<file path="src/rtl/cave_ddr_pkg.sv">
// cave_ddr_pkg
//   Shared types and constants for the ROM download / DDR arbitration slice:
//   arbiter state encoding, DDR bus widths and the download line-address helper.
package cave_ddr_pkg;

   localparam int unsigned DDR_DATA_W  = 64;
   localparam int unsigned DDR_BE_W    = 8;
   localparam int unsigned DDR_BURST_W = 8;
   localparam int unsigned DL_ADDR_W   = 25;
   localparam int unsigned DL_WORD_W   = 16;
   localparam int unsigned LINE_IDX_W  = 22;

   typedef enum logic [1:0] {
      IDLE,
      WRITE,
      READ_CMD,
      READ_DATA
   } arb_state_t;

   // DDR byte address of a 64-bit download line; wraps modulo 2^32 and is
   // always 8-byte aligned regardless of the low bits of the base.
   function automatic logic [31:0] line_byte_addr(input logic [31:0] base,
                                                  input logic [LINE_IDX_W-1:0] line);
      return (base + {7'b000_0000, line, 3'b000}) & 32'hFFFF_FFF8;
   endfunction

endpackage

</file>
<file path="src/rtl/rom_download_arbiter_dl_packer.sv">
// dl_packer
//   Packs 16-bit download words into 64-bit DDR lines and hands complete (or
//   partial) lines to a one-entry write-pending register.
// Ports:
//   clk_sys, RESET          clock, async active-high reset
//   dl_cs, dl_wr            download active / word strobe
//   dl_addr, dl_dout        download byte address (bit 0 ignored) / word
//   dl_wait                 stall: a flush is needed but the pending slot is busy
//   pend_clear              arbiter has issued the pending line
//   pend_valid              pending line present
//   pend_addr/din/be        pending line DDR address, data, byte enables
module dl_packer
   import cave_ddr_pkg::*;
#(
   parameter logic [31:0] DL_BASE = 32'h3000_0000
) (
   input  logic                    clk_sys,
   input  logic                    RESET,
   input  logic                    dl_cs,
   input  logic                    dl_wr,
   input  logic [DL_ADDR_W-1:0]    dl_addr,
   input  logic [DL_WORD_W-1:0]    dl_dout,
   output logic                    dl_wait,
   input  logic                    pend_clear,
   output logic                    pend_valid,
   output logic [31:0]             pend_addr,
   output logic [DDR_DATA_W-1:0]   pend_din,
   output logic [DDR_BE_W-1:0]     pend_be
);

   logic                    cs_d;
   logic [LINE_IDX_W-1:0]   line_idx;
   logic [DDR_DATA_W-1:0]   line_data;
   logic [DDR_BE_W-1:0]     line_be;

   logic                    cs_rise;
   logic [1:0]              lane;
   logic                    line_open;
   logic                    flush_old;
   logic                    flush_new;
   logic                    flush_idle;
   logic                    accept;
   logic                    load_old;
   logic [DDR_DATA_W-1:0]   merged_data;
   logic [DDR_BE_W-1:0]     merged_be;
   logic                    unused_addr_lsb;

   always_comb begin
      unused_addr_lsb = dl_addr[0];
      cs_rise    = dl_cs & ~cs_d;
      lane       = dl_addr[2:1];
      line_open  = |line_be;
      flush_old  = dl_cs & dl_wr & ~cs_rise & line_open & (dl_addr[24:3] != line_idx);
      flush_new  = dl_cs & dl_wr & (lane == 2'd3);
      flush_idle = ~dl_cs & line_open;
      // A word that both leaves the open line and completes its own line needs
      // two flushes: stall one cycle while the old line takes the slot.
      dl_wait    = (flush_old | flush_new | flush_idle) &
                   (pend_valid | (flush_old & flush_new));
      accept     = dl_cs & dl_wr & ~dl_wait;
      load_old   = (flush_old | flush_idle) & ~pend_valid;

      if (cs_rise | flush_old) begin
         merged_data = '0;
         merged_be   = '0;
      end else begin
         merged_data = line_data;
         merged_be   = line_be;
      end
      merged_data[{lane, 4'b0000} +: DL_WORD_W] = dl_dout;
      merged_be = merged_be | (8'b0000_0011 << {lane, 1'b0});
   end

   always_ff @(posedge clk_sys or posedge RESET) begin
      if (RESET) begin
         cs_d       <= 1'b0;
         line_idx   <= '0;
         line_data  <= '0;
         line_be    <= '0;
         pend_valid <= 1'b0;
         pend_addr  <= '0;
         pend_din   <= '0;
         pend_be    <= '0;
      end else begin
         cs_d <= dl_cs;

         if (pend_clear)
            pend_valid <= 1'b0;

         if (load_old) begin
            pend_valid <= 1'b1;
            pend_addr  <= line_byte_addr(DL_BASE, line_idx);
            pend_din   <= line_data;
            pend_be    <= line_be;
         end

         if (accept) begin
            line_idx <= dl_addr[24:3];
            if (flush_new) begin
               pend_valid <= 1'b1;
               pend_addr  <= line_byte_addr(DL_BASE, dl_addr[24:3]);
               pend_din   <= merged_data;
               pend_be    <= merged_be;
               line_data  <= '0;
               line_be    <= '0;
            end else begin
               line_data <= merged_data;
               line_be   <= merged_be;
            end
         end else if (cs_rise | load_old) begin
            line_data <= '0;
            line_be   <= '0;
            if (cs_rise)
               line_idx <= '0;
         end
      end
   end

endmodule

</file>
<file path="src/rtl/rom_download_arbiter.sv">
// rom_download_arbiter
//   Shares one DDR port between the ROM download path (packed 64-bit line
//   writes) and ROM read bursts. Writes win over reads; a read burst in
//   flight is never preempted.
// Ports:
//   clk_sys, RESET                  clock, async active-high reset
//   dl_cs/dl_wr/dl_addr/dl_dout     download word interface
//   dl_wait                         download stall
//   rd_req/rd_addr/rd_burst         read request (held until rd_ack)
//   rd_ack                          one-cycle request accept
//   rd_valid/rd_data                read beats, one cycle after DDR
//   ddr_rd/ddr_we/ddr_addr/ddr_din/ddr_be/ddr_burstcnt   DDR command
//   ddr_busy                        DDR wait request
//   ddr_dout/ddr_dout_ready         DDR read data
module rom_download_arbiter
   import cave_ddr_pkg::*;
#(
   parameter logic [31:0] DL_BASE = 32'h3000_0000
) (
   input  logic                    clk_sys,
   input  logic                    RESET,
   input  logic                    dl_cs,
   input  logic                    dl_wr,
   input  logic [DL_ADDR_W-1:0]    dl_addr,
   input  logic [DL_WORD_W-1:0]    dl_dout,
   output logic                    dl_wait,
   input  logic                    rd_req,
   input  logic [31:0]             rd_addr,
   input  logic [DDR_BURST_W-1:0]  rd_burst,
   output logic                    rd_ack,
   output logic                    rd_valid,
   output logic [DDR_DATA_W-1:0]   rd_data,
   output logic                    ddr_rd,
   output logic                    ddr_we,
   output logic [31:0]             ddr_addr,
   output logic [DDR_DATA_W-1:0]   ddr_din,
   output logic [DDR_BE_W-1:0]     ddr_be,
   output logic [DDR_BURST_W-1:0]  ddr_burstcnt,
   input  logic                    ddr_busy,
   input  logic [DDR_DATA_W-1:0]   ddr_dout,
   input  logic                    ddr_dout_ready
);

   arb_state_t                state;
   logic [DDR_BURST_W-1:0]    beats_left;
   logic [DDR_BURST_W-1:0]    rd_burst_eff;
   logic                      pend_clear;
   logic                      pend_valid;
   logic [31:0]               pend_addr;
   logic [DDR_DATA_W-1:0]     pend_din;
   logic [DDR_BE_W-1:0]       pend_be;
   logic                      beat_in;
   logic                      unused_rd_lsb;

   dl_packer #(
      .DL_BASE (DL_BASE)
   ) u_packer (
      .clk_sys    (clk_sys),
      .RESET      (RESET),
      .dl_cs      (dl_cs),
      .dl_wr      (dl_wr),
      .dl_addr    (dl_addr),
      .dl_dout    (dl_dout),
      .dl_wait    (dl_wait),
      .pend_clear (pend_clear),
      .pend_valid (pend_valid),
      .pend_addr  (pend_addr),
      .pend_din   (pend_din),
      .pend_be    (pend_be)
   );

   always_comb begin
      unused_rd_lsb = ^rd_addr[2:0];
      rd_burst_eff  = (rd_burst == '0) ? 8'd1 : rd_burst;
      pend_clear    = (state == WRITE) & ~ddr_busy;
      beat_in       = (state == READ_DATA) & ddr_dout_ready;
   end

   always_ff @(posedge clk_sys or posedge RESET) begin
      if (RESET) begin
         state        <= IDLE;
         beats_left   <= '0;
         ddr_rd       <= 1'b0;
         ddr_we       <= 1'b0;
         ddr_addr     <= '0;
         ddr_din      <= '0;
         ddr_be       <= '0;
         ddr_burstcnt <= '0;
         rd_ack       <= 1'b0;
         rd_valid     <= 1'b0;
         rd_data      <= '0;
      end else begin
         rd_ack   <= 1'b0;
         rd_valid <= beat_in;
         if (beat_in)
            rd_data <= ddr_dout;

         case (state)
            IDLE: begin
               if (pend_valid) begin
                  state        <= WRITE;
                  ddr_we       <= 1'b1;
                  ddr_addr     <= pend_addr;
                  ddr_din      <= pend_din;
                  ddr_be       <= pend_be;
                  ddr_burstcnt <= 8'd1;
               end else if (rd_req) begin
                  state        <= READ_CMD;
                  rd_ack       <= 1'b1;
                  ddr_rd       <= 1'b1;
                  ddr_addr     <= {rd_addr[31:3], 3'b000};
                  ddr_burstcnt <= rd_burst_eff;
                  beats_left   <= rd_burst_eff;
               end
            end
            WRITE: begin
               if (!ddr_busy) begin
                  ddr_we <= 1'b0;
                  state  <= IDLE;
               end
            end
            READ_CMD: begin
               if (!ddr_busy) begin
                  ddr_rd <= 1'b0;
                  state  <= READ_DATA;
               end
            end
            READ_DATA: begin
               if (ddr_dout_ready) begin
                  beats_left <= beats_left - 8'd1;
                  if (beats_left == 8'd1)
                     state <= IDLE;
               end
            end
            default: state <= IDLE;
         endcase
      end
   end

endmodule

</file>
<file path="config.mk">
export PLATFORM = sky130hd
export DESIGN_NAME = rom_download_arbiter
export DESIGN_NICKNAME = d
export VERILOG_FILES = /design/src/rtl/cave_ddr_pkg.sv /design/src/rtl/rom_download_arbiter_dl_packer.sv /design/src/rtl/rom_download_arbiter.sv
export SDC_FILE = /design/constraint.sdc
export NUM_CORES = 1
export LEC_CHECK = 0
export BUFFER_PORTS_ARGS = -buffer_cell sky130_fd_sc_hd__buf_2
export CORE_MARGIN = 8
export CORE_UTILIZATION = 30
export DETAILED_ROUTE_END_ITERATION = 12
export PLACE_DENSITY_LB_ADDON = 0.12
export SLEW_MARGIN = 20
export SYNTH_ARGS = -nofsm -noshare
export SYNTH_HDL_FRONTEND = slang
export SYNTH_SLANG_ARGS = --single-unit
</file>
<file path="constraint.sdc">
create_clock -name clk_sys -period 37.7 [get_ports clk_sys]
set_clock_uncertainty 0.1 [all_clocks]
set_input_delay 7.54 -clock clk_sys [delete_from_list [all_inputs] [get_ports clk_sys]]
set_output_delay 7.54 -clock clk_sys [all_outputs]
set_load 0.005 [all_outputs]
</file>
==> Word level (Yosys, flattened, before mapping) <==
Cells that the tools add are included.
{ "totals": {"regBits": 390, "latch_bits": 0, "ramBits": 0, "mem_bits_ro": 0, "in_bits": 152, "out_inout_bits": 181, "mem_count": 0} }
{ "classes": {"n_addsub": 4, "mul": 0, "n_div": 0, "order_cmp": 0, "eq_ne": 14, "n_shift": 3, "muxes": 49, "bitwise": 26, "n_reduce_logical": 16} }
{ "ops": {"columns": ["op", "n"], "rows": [
  ["two-way mux 64 bit", 7],
  ["two-way mux 32 bit", 5],
  ["two-way mux 8 bit", 12],
  ["two-way mux 22 bit", 3],
  ["bitwise mux 64 bit", 1],
  ["variable shift 16 x 8 -> 64 bit (first input constant)", 1],
  ["variable part select 16 x 8 -> 64 bit", 1],
  ["adder 30 x 25 -> 31 bit (first input constant)", 2],
  ["inequality test 22 bit", 1],
  ["case mux 8 bit (2 select lines)", 1],
  ["bitwise AND 1 bit", 13],
  ["two-way mux 2 bit", 6],
  ["nonzero test 2 bit", 6],
  ["two-way mux 1 bit", 11],
  ["inequality test 2 bit (second input constant)", 5],
  ["equality test 8 x 1 -> 1 bit (second input constant)", 1],
  ["zero test 8 bit", 1],
  ["negator 6 -> 8 bit", 1],
  ["OR 8 bit", 1],
  ["case mux 2 bit (4 select lines)", 1],
  ["AND reduction 4 bit", 2],
  ["OR reduction 8 bit", 1],
  ["<< shifter 2 x 3 -> 8 bit (first input constant)", 1],
  ["subtractor 8 x 1 -> 8 bit (second input constant)", 1],
  ["other kinds (11)", 27]
]} }

==> Logic depth before layout (Yosys ltp) <==
Gate-level depths: netlist (run 1).
{ "depth": {"depth_word": 13, "mapped_depth": 9, "depth_no_buf": 6} }

==> Cells and area by module <==
From an unflattened synthesis (run 1), not the netlist that was laid out.
{ "unflattened": {"hier_cells": 1335, "hier_area_um2": 16309.4} }
{ "by_module_without_submodules": {"columns": ["mod", "n_inst", "cells_each", "area_per_inst_um2", "seq_area_each_um2"], "rows": [
  ["dl_packer", 1, 699, 8578.2, 5004.8],
  ["rom_download_arbiter", 1, 636, 7731.2, 4754.6]
]} }

==> Least setup slack after synthesis (run 1) <==
OpenSTA, ideal clock, no wires.
{ "synth_path": {"path_type": "input to output", "start": "input dl_addr[14]", "end": "output dl_wait", "arrival_ps": 8817, "required_time_ps": 30060, "path_slack_ps": 21243, "path_stages": 6, "cell_sequence": "xor2_1 nor4_4 nand4_4 o2111ai_2 a21boi_0 o22ai_1"} }
{ "synth_via": {"elab_chain_len": 5, "word_cells_on_any_way": 7} }
{ "synth_lines": {"columns": ["item", "line_no", "text"], "rows": [
  ["from (decl)", "rom_download_arbiter.sv:24", "input logic [DL_ADDR_W-1:0] dl_addr,"],
  ["inequality test 22 bit (*)", "rom_download_arbiter_dl_packer.sv:53", "flush_old = dl_cs & dl_wr & ~cs_rise & line_open & (dl_addr[24:3] != line_idx);"],
  ["bitwise AND 1 bit (*)", "rom_download_arbiter_dl_packer.sv:53", null],
  ["OR 1 bit or bitwise AND 1 bit (tied branches)", "rom_download_arbiter_dl_packer.sv:58, rom_download_arbiter_dl_packer.sv:59", null],
  ["OR 1 bit (on tied branches)", "rom_download_arbiter_dl_packer.sv:58, rom_download_arbiter_dl_packer.sv:59", null],
  ["bitwise AND 1 bit (*)", "rom_download_arbiter_dl_packer.sv:58", "dl_wait = (flush_old | flush_new | flush_idle) &"],
  ["to (decl)", "rom_download_arbiter.sv:26", "output logic dl_wait,"]
]} }
Every way passes the cells marked *; elsewhere a longest branch is shown, timed or not.

==> Worst setup path in the final report (run 1) <==
Ends and elaborated chain as after synthesis.

==> summary by stage, run 1 <==
GRT
Entering global routing, the biggest net connects between 70 and 80 pins. The number of antenna violations at the first check in global routing is 6. The first global-routing pass estimated 78.85 mm of wire. The via count of the first global-routing pass is 12,430. After global routing the overflow that remains totals 0.

Across every metal layer, demand over resource in global routing totals 0.1574.

Route
Before antenna repair, the detailed router went through 5 iterations. The routed length per instance is 20.97 um. In the routed layout, each cell is associated on average with a via count of 4.868. In the routed design, unresolved DRC markers number 0.

Summing over every cut layer, the via total after detailed routing is 11,850. The number of nets with antenna violations after detailed routing is 0. The routed wire length is 51.03 mm. The detailed router's first-iteration violation count is 724.

STA
The final worst hold slack is 0.3735 ns. Setup violations remaining at the end of the flow were counted as 0. In the post-route analysis, the smallest setup slack over all paths is about 21 ns.

The max-slew headroom at the worst pin is 0.3108. The final critical path time including I/O delays and setup is 17.11 ns. The final count of pins violating max slew is 0. At the pin with the least slew margin, the transition time is 1.034 ns. The final count of hold timing violations is 0. Adding up every negative setup slack in the final design gives 0 ns.

The share of the clock period used by the worst path is 0.4538. Setup repair after global routing left no endpoint under its margin. Timing would allow up to 58.45 MHz.

Run
The reported max-cap violation count is 0.

Synth
Synthesis produced a netlist whose cell count is 1,342. The synthesized net count is 1,504. Synthesis inferred 390 register bits. The yosys synthesis warning count is 0. In the synthesized netlist the dominant register cell turns out to be dfrtp_1.

Of all flip-flops after synthesis, the portion carrying an async set or reset was 1.000. After synthesis the cells add up to around 0.017 sq mm. The unique cell type count in the Yosys netlist is 60. Dividing the synthesized area by the synthesized cell count gives 12.51 sq um. The number of enable flip-flop cells after synthesis is 0. The register area share after synthesis is 0.5814.

Critical path
For the worst flop-to-flop path, the logic depth is 7. The highest net fanout along the worst path is 10. The nature of the critical path startpoint is an input port. The critical path start-end classification is in2out.

At the worst endpoint, the required time is 30.06 ns. The worst setup path is captured at a primary output. For the worst setup path, the data arrival time is about 9.5 ns.

Finish
The number of fill cells is 5,440. In the layout the commonest cells are 389 x dfrtp_1, 328 x buf_2, 154 x nand2_1. The most common cell after layout, fill and taps aside is dfrtp_1.

Measured on the finished design, the core utilization comes to 0.3745. The number of nets in the layout is 1,810. The final cell count without fillers is 2,433. The layout overhead on the synthesized area is 23.13%. The share of cells above drive strength 1 is 0.3539. The finished cells cover 0.02067 sq mm.

Clock network
After clock tree synthesis, the clock-pin slew on the worst setup and hold paths is 0.05 ns. The hold buffer count at CTS is 0. The clock drives 390 sinks. The clock tree buffer depth is 3. The worst-skew pair later-pin latency is 0.58 ns. Counting the buffers created by CTS gives 47. In this run the post-CTS setup repair buffer count came out at 0. The H-tree generated during clock tree synthesis spans 2 levels. TritonCTS built the clock tree. The cell sitting at the root of the clock tree is a clkbuf_16. After clock tree synthesis, the repair step resized 0 gates.

Die
The initial utilization of the core area, before any placement, comes to 0.3041. The total area inside the core boundary comes to 0.05520 sq mm. The floorplan has between 80 and 90 rows.

In this run the count of I/O pins placed on the die edge is 333. The floorplan step set the die height to ~250 um. The floorplan step set the die width to between 200 and 300 um. The die area is between 0.06 and 0.07 sq mm.

Placed design
Summing all placed instances gives a cell area of 0.01915 sq mm. Routability-driven placement finished with a final weighted congestion of 0.7706. The post-placement cell count is 2,346. The count of buffers added on input and output ports is 328.

The post-detailed-placement half-perimeter wirelength is 34.26 mm. The pre-CTS setup slack is 20.56 ns.

Hold path
The depth of the worst hold-timing path is 2. The class of the most critical hold timing path is reg2reg.

Pwr
The worst ir drop on vdd is 35.64 uV. The static leakage is 10.37 nW. The power per cell area is 67.27 mW/mm^2. The total power is 1.391 mW.

Status
The flow ran to the end, and the final reports show no timing, DRC or antenna violations.
## worst paths after layout
check,startpoint,end,slack [ns]
worst max-delay path,dl_addr[14],dl_wait,20.59
worst min-delay path,ddr_addr[18],ddr_addr[18],0.37
worst max register to register,u_packer.line_be[7],u_packer.pend_din[13],34.24
worst min register to register,ddr_addr[18],ddr_addr[18],0.37
max in group asynchronous,RESET,u_packer.line_data[17],27.62
min in group asynchronous,RESET,rd_data[22],6.87
## kinds of logic (layout without fill, tap and decap cells)
kind of cell	count (synthesis)	in the layout	share of synthesized area
DFF	390	390	0.5814
adders and majority gates	10	10	0.007453
other	0	1	0
muxes	211	211	0.1359
xor gates and xnor gates	22	22	0.01148
and+or+nand+nor	318	318	0.09741
AOI/OAI and AO/OA	265	265	0.1304
buffers and inverters	126	468	0.03600
## registers in the layout (all words and copies together) (netlist names), 8 cells and up
register / count
ddr_din: 64
u_packer.line_data: 64
rd_data: 64
beats_left: 8
u_packer.pend_addr: 32
u_packer.pend_be: 8
ddr_addr: 32
u_packer.pend_din: 64
u_packer.line_idx: 22
ddr_burstcnt: 8
ddr_be: 8
u_packer.line_be: 8
## worst max-delay path, stage by stage
cell,delay [ns]
buf_2,0.12
xor2_1,0.16
nor4_4,0.36
nand4_4,0.29
o2111ai_2,0.50
a21boi_0,0.22
o22ai_1,0.10
buf_2,0.16
## area by class of cell
| class | instances | area [sq um] | area share |
|---|---|---|---|
| well taps | 748 | 935.9 | 0.04528 |
| repair buffers | 350 | 1807 | 0.08741 |
| clock inverters | 16 | 122.6 | 0.005932 |
| flip-flops and latches | 390 | 9761 | 0.4722 |
| diodes | 1 | 2.502 | 0.0001211 |
| clock buffers | 69 | 1379 | 0.06671 |
| inverters | 33 | 131.4 | 0.006356 |
| multi-input cells | 826 | 6531 | 0.3160 |
## synth_stat cells, types with 6 or more instances
cell       instances  area, sq um
nand4_1            9        56.30
ha_1              10        125.1
nand2b_1           7        43.79
o211ai_1           7        52.55
a22o_1            11        96.34
dfrtp_1          390         9759
xnor2_1            8        70.07
a21oi_1           12        60.06
clkbuf_1          51        191.4
nor2_1            17        63.81
and3_1            77        481.7
xor2_1            14        122.6
buf_4              8        60.06
and2_1             6        37.54
buf_2             14        70.07
nand3_1           12        60.06
nor3_1            10        50.05
o21ai_0           66        330.3
a221o_1           71        710.7
buf_1              8        30.03
o2bb2ai_1         64        560.5
inv_1             33        123.9
buf_6             11        123.9
mux2i_1           75        750.7
mux2_2           136         1531
nand2_1          154        578.1
## metal layers
metal	GRT usage	routed length (um)	vias up
li1	-	-	5534
met1	0.2086	22710	5969
met2	0.2589	24340	269
met3	0.03372	2920	67
met4	0.04199	1022	6
met5	0	37	-
## power breakdown
group / internal (mW) / switching (mW) / leakage, nW
logic: 0.170 / 0.216 / 4.46
registers: 0.513 / 0.0563 / 5.17
clock network: 0.254 / 0.182 / 0.747
total: 0.937 / 0.454 / 10.4
(Power assumes the default switching activity.)
==> inputs of run 2 (changes only) <==
ABC_AREA = 1   (was default)
clock period = 15.1 ns   (was 37.7 ns; I/O delays follow)
==> run 2 against run 1 <==
Cell count is 50% higher. Global-route usage is 2.2 points higher. Critical path depth is 5 higher. Total power grew to 2.9 times the previous value. Critical path type unchanged.
==> summary by stage, run 2 <==
Status
The run finished with clean final reports.

Die
In this run the vertical extent of the chip is 267.5 um. Pin placement for this block handled 333 I/O pins. The initial utilization of the core area, before any placement, comes to 0.3019. Row generation in the floorplan step produced 92 rows. The standard cell core area is 0.06285 sq mm. In this run the horizontal extent of the chip is 267.5 um. The die covers 0.07156 sq mm.

Critical path
STA classifies the critical path startpoint as an input port. Along the worst path, the maximum fanout reaches 74. Data on the critical path is required at its endpoint by approximately 12 ns. The critical path start-end classification is in2out. The critical path's slowest cell is nand2_4.

The category of the worst setup path capture point is a primary output. In this design, the stage delay of the slowest critical-path cell is 0.81 ns. The cell that appears most often on the critical path is nand2_1. The critical path goes through buf_2, inv_1, nand2_1, nand2_1, nor2_1, nand2_1, nor2_1, nand3_1, nand2_4, nand3_4, nand2_2, inv_1, buf_2. The worst endpoint data arrival time is 5.24 ns.

Finish
The share of cells above drive strength 1 is 0.1592. The core utilization of the finished layout is 0.3626. Registers take 0.009759 sq mm. In the layout the commonest cells are 1,064 x nand2_1, 403 x nand3_1, 390 x dfrtp_1. The multi-input gate area in the final layout is ~0.008 sq mm. The layout overhead on the synthesized area is 20.11%. The finished layout cell area is 0.02279 sq mm. The library cell used most frequently in the layout, excluding fill and tap cells, is nand2_1. The number of nets in the layout is 2,929. The number of fill cells is 6,755.

Clock network
Buffers inserted during clock tree synthesis total 47. Once the clock tree was built, the setup fixing pass inserted 0 buffers. The clock edge transition at the registers on the reported setup and hold paths is 0.06 ns. Buffers inserted to repair hold after CTS numbered 0. The number of gates resized after CTS is 0. Clock tree synthesis found a total of 390 sinks. TritonCTS built the clock tree. Counting along the longest clock path gives a buffer depth of 3. In this run the clock root is driven by a clkbuf_16. The maximum level of the CTS H-tree is 2. At the later pin of the worst-skew pair, clock insertion delay measures between 0.5 and 0.6 ns.

Synth
Sorting the synthesized cells by area gives the leading types as dfrtp_1 51%, nand2_1 21%, nand3_1 11%. The yosys synthesis warning count is 0. After synthesis, the netlist uses 36 different library cells.

The synthesized design contains 0 enable-type register cells. The synthesized net count is 2,690. The register area share after synthesis is 0.5143. The share of synthesized area in the top cell type comes to 0.5143. In the synthesized netlist the dominant register cell turns out to be dfrtp_1.

The cell count after synthesis is 2,528. The mean instance size in the synthesized netlist is 7.506 sq um. The share of flip-flops with an asynchronous set or reset is 1.000.

After synthesis, the most frequently instantiated cells are 1,068 x nand2_1, 403 x nand3_1, 390 x dfrtp_1. Summing every instance area after synthesis gives 0.01898 sq mm. By instance count, the leading cell after synthesis is nand2_1. After synthesis the netlist holds a flip-flop and latch count of slightly below 400. The cell taking the most area after synthesis is dfrtp_1.

Placed design
The count of buffers from port buffering is ~330. The pre-CTS setup slack is between 6 and 7 ns. After detailed placement, the total cell area comes to 0.02120 sq mm. At the end of routability-driven placement, the weighted congestion stood at 0.8260. After legalization and detailed placement, the total HPWL measured approximately 41 mm.

STA
The final critical path time including I/O delays and setup is 8.364 ns. The final count of hold timing violations is 0. The count of endpoints failing setup in the final report is 0. For the final routed database, the setup TNS stands at 0 ns. Of the available clock period, the critical path in the final layout requires 0.5539.

Static timing analysis puts the maximum clock frequency at 119.6 MHz. At the pin with the least slew margin, the transition time is 1.074 ns. Setup repair after global routing left no endpoint under its margin.

Headroom to the max-slew limit came out at 0.2813. The final count of pins violating max slew came to 0. After layout, the worst setup slack is 6.736 ns.

Hold path
The class of the most critical hold timing path is reg2reg.

Route
Once detail routing completed, the nets flagged for antenna violations numbered 0. The routed length per instance is between 15 and 20 um. The first routing iteration left around 1,400 violations.

For this run, the detailed router's first-pass iteration total came to 8. The count of vias placed by the detailed router is 17,420. After detailed routing, the total wire length is 66.14 mm.

After detailed routing, the number of remaining DRC violations is 0. After detailed routing, the number of vias per cell comes to 4.769.

Pwr
The power per cell area is approximately 180 mW/mm^2. IR analysis of the VDD net gives a maximum drop of 80.43 uV. The total power is 4.059 mW. In this run the static leakage power is 12.68 nW.

Run
Max-cap violations in this run came to 0.

GRT
The total overflow left after global routing is 0. The pin count of the biggest net entering global routing is 114. The overall routing resource usage is 0.1797. The first global-routing pass estimated 102.9 mm of wire. The number of antenna violations at the first check in global routing was 7.

The via count of the first global-routing pass is 17,420.
## run 2: cell count changes in the layout (fill, tap and decap cells not counted), sizes merged, moves of 64 or more
cell     before   now
and3         77     0
inv          34   170
mux2        136     0
nor2         17    90
nand2       154  1071
a221o        71     0
mux2i        75     1
o2bb2ai      64     0
nand3        13   405
## run 2: through the flow
stage	instances	hold WS [ns]
finish	3653	0.3617
global route	3653	0.3837
CTS	3647	0.3668
detailed placement	3563	0.3518
global placement	3563	0.3498
floorplan	2528	0.3339
## run 2: report_power, final
group	switching, mW	internal (mW)	total (mW)
Sequential	0.192	1.39	1.58
Combinational	0.879	0.449	1.33
Clock	0.462	0.688	1.15
## run 2: area by class of cell
cell class	count	share of cell area
multi-input combinational	1807	0.3481
clock inverter	11	0.004611
tap	846	0.04644
clock buffer	73	0.06346
inverter	172	0.02882
antenna	5	0.0005490
timing repair buffer	349	0.07982
sequential	390	0.4282
## run 2: kinds of logic (layout without fill, tap and decap cells)
kind of cell,Yosys count,count (layout),share of synthesized area
buffers and inverters,331,605,0.07049
AND/OR/NAND/NOR,1634,1634,0.3602
adder cells (fa/ha/maj),10,10,0.006594
XOR/XNOR,5,5,0.002308
other,0,5,0
flip-flops,390,390,0.5143
multiplexers,1,1,0.0005275
AO/OA/AOI/OAI,157,157,0.04556
## run 2: final timing paths
check | from | to | slack [ns] | cells after the start
hold reg to reg | u_packer.pend_addr[28] | u_packer.pend_addr[28] | 0.36 | 1
hold / removal | u_packer.pend_addr[28] | u_packer.pend_addr[28] | 0.36 | 1
setup reg to reg | u_packer.line_idx[0] | u_packer.pend_din[34] | 9.90 | 14
setup / recovery | dl_addr[11] | dl_wait | 6.74 | 13
max in group asynchronous | RESET | ddr_din[57] | 10.33 | 4
min in group asynchronous | RESET | ddr_addr[24] | 2.51 | 2
## run 2: worst max-delay path: cells and delay by family
family	cells	cell delay [ns]
and+or+nand+nor	9	1.80
buffers and inverters	4	0.41
## run 2: routing by layer
layer  track usage  part of all wire  vias to the layer above
li1              -                 -                     8473
met1        0.2441              0.46                     8370
met2        0.2903              0.46                      472
met3       0.03295             0.058                      101
met4       0.05382             0.024                        4
met5             0           0.00035                        -
